<file path="src/rtl/fwd_pkg.sv">
// fwd_pkg: opcodes, select encoding and tracker entry type shared by the forwarding unit and ID decode
package fwd_pkg;
  localparam logic [6:0] OP_LOAD   = 7'b0000011;
  localparam logic [6:0] OP_STORE  = 7'b0100011;
  localparam logic [6:0] OP_BRANCH = 7'b1100011;
  localparam logic [6:0] OP_RTYPE  = 7'b0110011;
  localparam logic [6:0] OP_LUI    = 7'b0110111;
  localparam logic [6:0] OP_AUIPC  = 7'b0010111;
  localparam logic [6:0] OP_JAL    = 7'b1101111;
  localparam int SEL_REGFILE = 0;
  localparam int TRK_AW = 5;
  typedef struct packed {
    logic              valid;
    logic [TRK_AW-1:0] rd;
    logic              is_load;
  } trk_entry_t;
endpackage

</file>
<file path="src/rtl/fwd_hazard_unit_if.sv">
// fwd_hazard_unit_if: ID-side request and EX-side bypass/stall/stat signals of the forwarding unit
interface fwd_hazard_unit_if #(parameter int FWD_DEPTH = 3, parameter int AW = 5);
  localparam int SEL_W = $clog2(FWD_DEPTH + 1);
  logic             id_valid;
  logic [6:0]       id_opcode;
  logic [AW-1:0]    id_rd, id_rs1, id_rs2;
  logic             hold, flush;
  logic [SEL_W-1:0] rs1_sel, rs2_sel;
  logic             load_use_stall;
  logic [31:0]      stat_stalls, stat_fwds;
  modport master(output id_valid, id_opcode, id_rd, id_rs1, id_rs2, hold, flush,
                 input rs1_sel, rs2_sel, load_use_stall, stat_stalls, stat_fwds);
  modport slave(input id_valid, id_opcode, id_rd, id_rs1, id_rs2, hold, flush,
                output rs1_sel, rs2_sel, load_use_stall, stat_stalls, stat_fwds);
endinterface

</file>
<file path="src/rtl/fwd_opdecode.sv">
// fwd_opdecode: RV32I opcode to operand-use / writeback / load flags
module fwd_opdecode import fwd_pkg::*; (
  input  logic [6:0] opcode,
  output logic       uses_rs1,
  output logic       uses_rs2,
  output logic       writes_rd,
  output logic       is_load
);
  assign uses_rs1  = !(opcode inside {OP_LUI, OP_AUIPC, OP_JAL});
  assign uses_rs2  = opcode inside {OP_RTYPE, OP_STORE, OP_BRANCH};
  assign writes_rd = !(opcode inside {OP_STORE, OP_BRANCH});
  assign is_load   = opcode == OP_LOAD;
endmodule

</file>
<file path="src/rtl/fwd_hazard_unit.sv">
// fwd_hazard_unit: producer tracker, registered EX bypass selects and load-use stall.
// Saturating statistics counters are built only when FWD_STATS_EN is defined.
module fwd_hazard_unit import fwd_pkg::*; #(
  parameter int FWD_DEPTH = 3,
  parameter int AW = 5
) (
  input logic clk,
  input logic reset_n,
  fwd_hazard_unit_if.slave bus
);
  localparam int SEL_W = $clog2(FWD_DEPTH + 1);
  logic uses_rs1, uses_rs2, writes_rd, is_load;
  logic stall, kill;
  logic [SEL_W-1:0] hit1, hit2, rs1_sel_d, rs1_sel_q, rs2_sel_d, rs2_sel_q;
  trk_entry_t trk_d [FWD_DEPTH];
  trk_entry_t trk_q [FWD_DEPTH];
  fwd_opdecode u_dec (
    .opcode(bus.id_opcode), .uses_rs1(uses_rs1), .uses_rs2(uses_rs2),
    .writes_rd(writes_rd), .is_load(is_load)
  );
  // Scan oldest to youngest so the youngest matching producer is left in hit.
  always_comb begin
    hit1 = SEL_W'(SEL_REGFILE);
    hit2 = SEL_W'(SEL_REGFILE);
    for (int k = FWD_DEPTH - 2; k >= 0; k--) begin
      if (uses_rs1 && bus.id_rs1 != AW'(0) && trk_q[k].valid && trk_q[k].rd == TRK_AW'(bus.id_rs1))
        hit1 = SEL_W'(k + 1);
      if (uses_rs2 && bus.id_rs2 != AW'(0) && trk_q[k].valid && trk_q[k].rd == TRK_AW'(bus.id_rs2))
        hit2 = SEL_W'(k + 1);
    end
  end
  assign stall = bus.id_valid && !bus.flush && trk_q[0].is_load && (hit1 == SEL_W'(1) || hit2 == SEL_W'(1));
  assign kill  = stall || bus.flush;
  always_comb begin
    trk_d     = trk_q;
    rs1_sel_d = rs1_sel_q;
    rs2_sel_d = rs2_sel_q;
    if (!bus.hold) begin
      for (int k = 1; k < FWD_DEPTH; k++) trk_d[k] = trk_q[k-1];
      trk_d[0].valid   = bus.id_valid && writes_rd && bus.id_rd != AW'(0) && !kill;
      trk_d[0].rd      = TRK_AW'(bus.id_rd);
      trk_d[0].is_load = is_load;
      rs1_sel_d = kill ? SEL_W'(SEL_REGFILE) : hit1;
      rs2_sel_d = kill ? SEL_W'(SEL_REGFILE) : hit2;
    end
  end
  always_ff @(posedge clk or negedge reset_n) begin
    if (!reset_n) begin
      for (int k = 0; k < FWD_DEPTH; k++) trk_q[k] <= '0;
      rs1_sel_q <= SEL_W'(SEL_REGFILE);
      rs2_sel_q <= SEL_W'(SEL_REGFILE);
    end else begin
      trk_q     <= trk_d;
      rs1_sel_q <= rs1_sel_d;
      rs2_sel_q <= rs2_sel_d;
    end
  end
  assign bus.rs1_sel        = rs1_sel_q;
  assign bus.rs2_sel        = rs2_sel_q;
  assign bus.load_use_stall = stall;
`ifdef FWD_STATS_EN
  logic [31:0] stalls_d, stalls_q, fwds_d, fwds_q;
  always_comb begin
    stalls_d = (!bus.hold && stall && stalls_q != '1) ? stalls_q + 32'd1 : stalls_q;
    fwds_d   = (!bus.hold && (rs1_sel_d != '0 || rs2_sel_d != '0) && fwds_q != '1) ? fwds_q + 32'd1 : fwds_q;
  end
  always_ff @(posedge clk or negedge reset_n) begin
    if (!reset_n) begin
      stalls_q <= '0;
      fwds_q   <= '0;
    end else begin
      stalls_q <= stalls_d;
      fwds_q   <= fwds_d;
    end
  end
  assign bus.stat_stalls = stalls_q;
  assign bus.stat_fwds   = fwds_q;
`else
  assign bus.stat_stalls = '0;
  assign bus.stat_fwds   = '0;
`endif
endmodule

</file>
<file path="src/flat_wrapper.sv">
// flat-port wrapper written by rule: the top's interface ports become plain ports
module fwd_hazard_unit_flat import fwd_pkg::*;
#(
  parameter int FWD_DEPTH = 3,
  parameter int AW = 5
)
  (clk, reset_n, bus_id_valid, bus_id_opcode, bus_id_rd, bus_id_rs1, bus_id_rs2, bus_hold, bus_flush, bus_rs1_sel, bus_rs2_sel, bus_load_use_stall, bus_stat_stalls, bus_stat_fwds);
  fwd_hazard_unit_if #(.FWD_DEPTH(FWD_DEPTH), .AW(AW)) bus_i ();
  input logic clk;
  input logic reset_n;
  input wire logic [$bits(bus_i.id_valid)-1:0] bus_id_valid;
  input wire logic [$bits(bus_i.id_opcode)-1:0] bus_id_opcode;
  input wire logic [$bits(bus_i.id_rd)-1:0] bus_id_rd;
  input wire logic [$bits(bus_i.id_rs1)-1:0] bus_id_rs1;
  input wire logic [$bits(bus_i.id_rs2)-1:0] bus_id_rs2;
  input wire logic [$bits(bus_i.hold)-1:0] bus_hold;
  input wire logic [$bits(bus_i.flush)-1:0] bus_flush;
  output wire logic [$bits(bus_i.rs1_sel)-1:0] bus_rs1_sel;
  output wire logic [$bits(bus_i.rs2_sel)-1:0] bus_rs2_sel;
  output wire logic [$bits(bus_i.load_use_stall)-1:0] bus_load_use_stall;
  output wire logic [$bits(bus_i.stat_stalls)-1:0] bus_stat_stalls;
  output wire logic [$bits(bus_i.stat_fwds)-1:0] bus_stat_fwds;
  assign bus_i.id_valid = bus_id_valid;
  assign bus_i.id_opcode = bus_id_opcode;
  assign bus_i.id_rd = bus_id_rd;
  assign bus_i.id_rs1 = bus_id_rs1;
  assign bus_i.id_rs2 = bus_id_rs2;
  assign bus_i.hold = bus_hold;
  assign bus_i.flush = bus_flush;
  assign bus_rs1_sel = bus_i.rs1_sel;
  assign bus_rs2_sel = bus_i.rs2_sel;
  assign bus_load_use_stall = bus_i.load_use_stall;
  assign bus_stat_stalls = bus_i.stat_stalls;
  assign bus_stat_fwds = bus_i.stat_fwds;
  fwd_hazard_unit #(.FWD_DEPTH(FWD_DEPTH), .AW(AW)) u_core (.clk(clk), .reset_n(reset_n), .bus(bus_i));
endmodule
</file>
<file path="config.mk">
export PLATFORM = sky130hd
export DESIGN_NAME = fwd_hazard_unit_flat
export DESIGN_NICKNAME = d
export VERILOG_FILES = /design/src/rtl/fwd_pkg.sv /design/src/rtl/fwd_hazard_unit_if.sv /design/src/rtl/fwd_opdecode.sv /design/src/rtl/fwd_hazard_unit.sv /design/src/flat_wrapper.sv
export SDC_FILE = /design/constraint.sdc
export NUM_CORES = 1
export LEC_CHECK = 0
export ABC_AREA = 1
export CORE_MARGIN = 1
export CORE_UTILIZATION = 35
export CTS_CLUSTER_SIZE = 8
export DETAILED_ROUTE_END_ITERATION = 16
export PLACE_DENSITY = 0.78
export SYNTH_ARGS = -nofsm -noshare
export SYNTH_HDL_FRONTEND = slang
export SYNTH_SLANG_ARGS = --single-unit
</file>
<file path="constraint.sdc">
create_clock -name clk -period 1.2 [get_ports clk]
set_input_delay 0.12 -clock clk [delete_from_list [all_inputs] [get_ports clk]]
set_output_delay 0.12 -clock clk [all_outputs]
set_load 0.02 [all_outputs]
</file>
# Word level (Yosys, flattened, before mapping)
# Index checks and enable logic that the tools add are counted.
[totals]
regBits = 17
latch_bits = 0
ramBits = 0
romBits = 0
inputBits = 27
out_inout_bits = 69
n_memories = 0
[op_classes]
addsub = 0
multipliers = 0
div_mod_pow = 0
order_cmp = 0
eq_ne = 13
shift = 0
muxes = 6
bitwise_logic = 0
reduce_logical = 28
[op_table]
columns = ["op", "count"]
rows = [
  ["7-bit by 6-bit == test with 1-bit output (second input constant)", 3],
  ["5-bit == test", 4],
  ["1-bit logical AND", 16],
  ["5-bit nonzero test", 3],
  ["7-bit == test (second input constant)", 2],
  ["2-bit 2-to-1 mux", 6],
  ["7-bit by 2-bit == test with 1-bit output (second input constant)", 1],
  ["7-bit by 5-bit == test with 1-bit output (second input constant)", 1],
  ["3-bit nonzero test", 2],
  ["2-bit by 1-bit == test with 1-bit output (second input constant)", 2],
  ["1-bit logical NOT", 4],
  ["1-bit logical OR", 2],
  ["2-bit nonzero test", 1],
]

# Logic depth before layout (Yosys ltp)
[depth]
word_depth = 14
depth_mapped = 11
depth_no_buf = 11

# By module
# From an unflattened synthesis, not the netlist that was laid out.
[unflattened]
hier_cells = 277
area_unflattened_um2 = 1750.4
[modules_own_cells]
columns = ["mod", "n_inst", "cells_per_inst", "area_per_inst_um2"]
rows = [
  ["fwd_hazard_unit", 1, 259, 1665.3],
  ["fwd_opdecode", 1, 18, 85.1],
]

# Worst setup path before layout
# Ideal clock, no wire load.
[synth_path]
path_type = "register -> output"
from = "register u_core.trk_q[18] in the netlist's numbering"
to = "output bus_load_use_stall"
t_arrival_ns = 1.088
t_required_ns = 1.080
slack_ns = -0.008
stages_incl_launch_ff = 10
path_cell_list = "dfrtp_1 inv_1 nand2_1 nand2_1 nand2_1 nor2_1 nand3_2 nand2_2 nand2_4 inv_1"
[synth_via]
elab_chain_cells = 6
[synth_lines]
columns = ["item", "line", "text"]
rows = [
  ["start: declaration", "fwd_hazard_unit.sv:16", "trk_entry_t trk_q [FWD_DEPTH];"],
  ["start signal: assignment", "fwd_hazard_unit.sv:53", "trk_q <= trk_d;"],
  ["5-bit == test, on equally long branches", "fwd_hazard_unit.sv:26, fwd_hazard_unit.sv:28", ""],
  ["1-bit logical AND, on equally long branches", "fwd_hazard_unit.sv:26, fwd_hazard_unit.sv:28", ""],
  ["2-bit 2-to-1 mux, on equally long branches", "fwd_hazard_unit.sv:26, fwd_hazard_unit.sv:28", ""],
  ["2-bit by 1-bit == test with 1-bit output", "fwd_hazard_unit.sv:32", "assign stall = bus.id_valid && !bus.flush && trk_q[0].is_load && (hit1 == SEL_W'(1) || hit2 == SEL_W'(1));"],
  ["1-bit logical OR *", "fwd_hazard_unit.sv:32", ""],
  ["1-bit logical AND *", "fwd_hazard_unit.sv:32", ""],
  ["end: declaration", "flat_wrapper.sv:20", "output wire logic [$bits(bus_i.load_use_stall)-1:0] bus_load_use_stall;"],
]
# Mark *: on every way between the ends. The rest lies on a longest branch, timed or not.

# Worst setup path in the final report
[layout_path]
from = "register u_core.trk_q[16] in the netlist's numbering"
to = "output bus_load_use_stall"
# The elaborated chain is that of the path after synthesis.

==> reports/summary.txt <==
Total CTS buffers: 3
Final hold viol count: 0
Synth cell types: 23
CP max stage delay: 0.42 ns
Critical-path maximum fanout: 4
Io pins: 96
RSZ-0062 raised after global routing: yes
Total global routing overflow: 0
Reg-to-reg slack, setup: -0.37 ns
Fin. max-slew vios: 0
IO Port Bufs: 31
Post-DP HPWL: 2600 um
Hold_ws: 0.188 ns
Synth Area per Inst: 6.68 um^2
Hold buffer count at cts: 0
DIE WIDTH: 70.8 um
Clock tree buffer depth: 2
Pre-antenna DRT Iters: 6
CTS Root Cell: clkbuf_8
Multi-input logic area: 891 um^2
Clock skew: 0.00289 ns
Critical path, cell by cell: inv_2 -> buf_4 -> nand2_1 -> nand3_1 -> nor2_1 -> nand3_2 -> nand2_2 -> nand2_4 -> inv_2 -> buf_6
GRT Util Overall: 0.130
Starting density of the core: 0.373
Register area: 425 um^2
First-pass GRT wire length: 5060 um
Startpoint types: flop
Worst reg2reg endpoint: u_core.bus.rs2_sel[0]
Min-delay worst type: in -> async
Via count: 1377
Worst EP required: 1.08 ns
CP Capture Point: bus_load_use_stall
Gp weighted congestion: 0.834
Total die area: 5020 um^2
Post-DRT Antenna Nets: 0
Final setup fails: 6
Die Height: 70.8 um
Post-layout nets: 326
Cell Pwr Density: 824 nW/um^2
Row cnt: 24
Clock slew at reported path FFs: 0.07 ns
Max frequency: 0.618 GHz
Area leader, netlist: buf_4
Per-cell routed wire length: 9.23 um
Sink Count: 17
Arrival time of the worst setup path: 1.50 ns
Area Overhead vs Synth: 20.1%
Failing checks: setup timing
Yosys reg bits: 17
Critical-path top delay cell: dfrtp_1
Vias in the first global route: 1170
Setup ws final: -0.418 ns
Via-per-instance ratio: 3.93
Commonest non-fill, non-tap cell in the layout: nand2_1
Fin crit share: 1.35
Crit. End Element: output port
Mapped Area: 1660 um^2
Most used cell, CP: inv_2
Core Footprint: 4440 um^2
Yosys warning total: 0
PnR Total Power: 1.64 mW
Max Cap Viol: 0
Synth top area share: 0.290
# fillers: 479
Most frequent cells in the layout: 67 x nand2_1, 64 x conb_1, 25 x clkdlybuf4s50_1
H-tree depth: 1
Share of cells above drive strength 1: 0.138
CTS tree: built
Post-synthesis instance total: 248
R2R Path Start: u_core.trk_q[16]
Total Wirelength: 3230 um
Residual DRC count: 0
Clk_lat worst skew: 0.25 ns
Pleak: 1.13 nW
WS Path Type: reg -> out
Sequential-to-total area share from yosys stat: 0.257
Synth area leaders: buf_4 29%, dfrtp_1 26%, nand2_1 15%
Drt initial violations: 73
Critical path origin: u_core.trk_q[16]
Max VDD drop: 0.000305 V
Min Tclk post-route: 1.62 ns
R2R depth: 12
N_diodes: 0
Initial antenna violation count: 0
Outcome: finished with violations
Largest net degree at the start of global routing: 26
-- per-stage QoR --
stage | setup WS, ns | utilization | setup TNS (ns) | area (um^2) | instances
floorplan | 0.0338 | - | 0 | 1890 | 311
global placement | -0.830 | 0.425 | -3.16 | 1890 | 343
detailed placement | -0.841 | 0.425 | -3.22 | 1890 | 343
CTS | -0.379 | 0.435 | -1.47 | 1930 | 347
global route | -0.581 | 0.448 | -3.12 | 1990 | 350
finish | -0.418 | 0.448 | -2.20 | 1990 | 350
-- cell usage after synthesis --
cell and n:
nand4_1 1, nor2_1 19, inv_1 25, nand2_2 1, xnor2_1 6, nand2_1 68, nor2_2 3, dfrtp_1 17
o41ai_1 1, nand2_4 1, nor3_1 1, o21ai_0 11, or2_0 2, xor2_1 3, buf_4 64, nand3_1 12
nor4_1 1, clkbuf_1 2, inv_2 4, a21oi_1 3, conb_1 1, buf_6 1, nand3_2 1
-- what timing repair did --
action,4_1_cts,5_1_grt
resized for setup,11,8
setup endpoints to repair,10,6
pin swaps,2,9
setup buffers,6,3
-- flip-flops by register name, indices dropped and copies added (netlist names) --
name,count
u_core.trk_q,13
u_core.bus.rs1_sel,2
u_core.bus.rs2_sel,2
-- critical path, delay by kind of cell (launching register included) --
family | cells | cell delay, ns
buffers and inverters | 4 | 0.33
flip-flops | 1 | 0.42
AND/OR/NAND/NOR | 6 | 0.47
-- worst min path at each step --
stage / to / slack (ns) / cells past startpoint
6_report: u_core.trk_q[14] / 0.19 / 2
5_1_grt: u_core.trk_q[20] / 0.22 / 2
4_1_cts: u_core.trk_q[20] / 0.20 / 2
3_5_place_dp: u_core.trk_q[14] / 0.47 / 2
3_3_place_gp: u_core.trk_q[13] / 0.46 / 2
2_1_floorplan: u_core.bus.rs1_sel[0] / -0.18 / 0
-- cell type report --
cell class / instances / share of cell area
Multi-Input combinational cell: 198 / 0.448
Timing Repair Buffer: 50 / 0.229
Sequential cell: 17 / 0.214
Inverter: 29 / 0.0547
Tap cell: 52 / 0.0327
Clock buffer: 4 / 0.0226
-- metal layers --
| layer | wire (um) | track usage |
|---|---|---|
| met5 | 0 | 0 |
| met2 | 1420 | 0.197 |
| met3 | 201 | 0.0299 |
| met1 | 1550 | 0.180 |
| met4 | 48 | 0.0533 |
-- where the power goes --
group / switching [mW] / internal [mW] / leakage [nW]
combinational: 0.357 / 0.197 / 0.892
clock: 0.193 / 0.236 / 0.0228
sequential: 0.0441 / 0.614 / 0.219
-- logic make-up after synthesis --
kind of cell / share of synthesized area
buf+inv: 0.367
compound gates: 0.0475
xor+xnor: 0.0475
other cells: 0.00226
simple gates: 0.279
flops: 0.257
(Power assumes the default switching activity.)
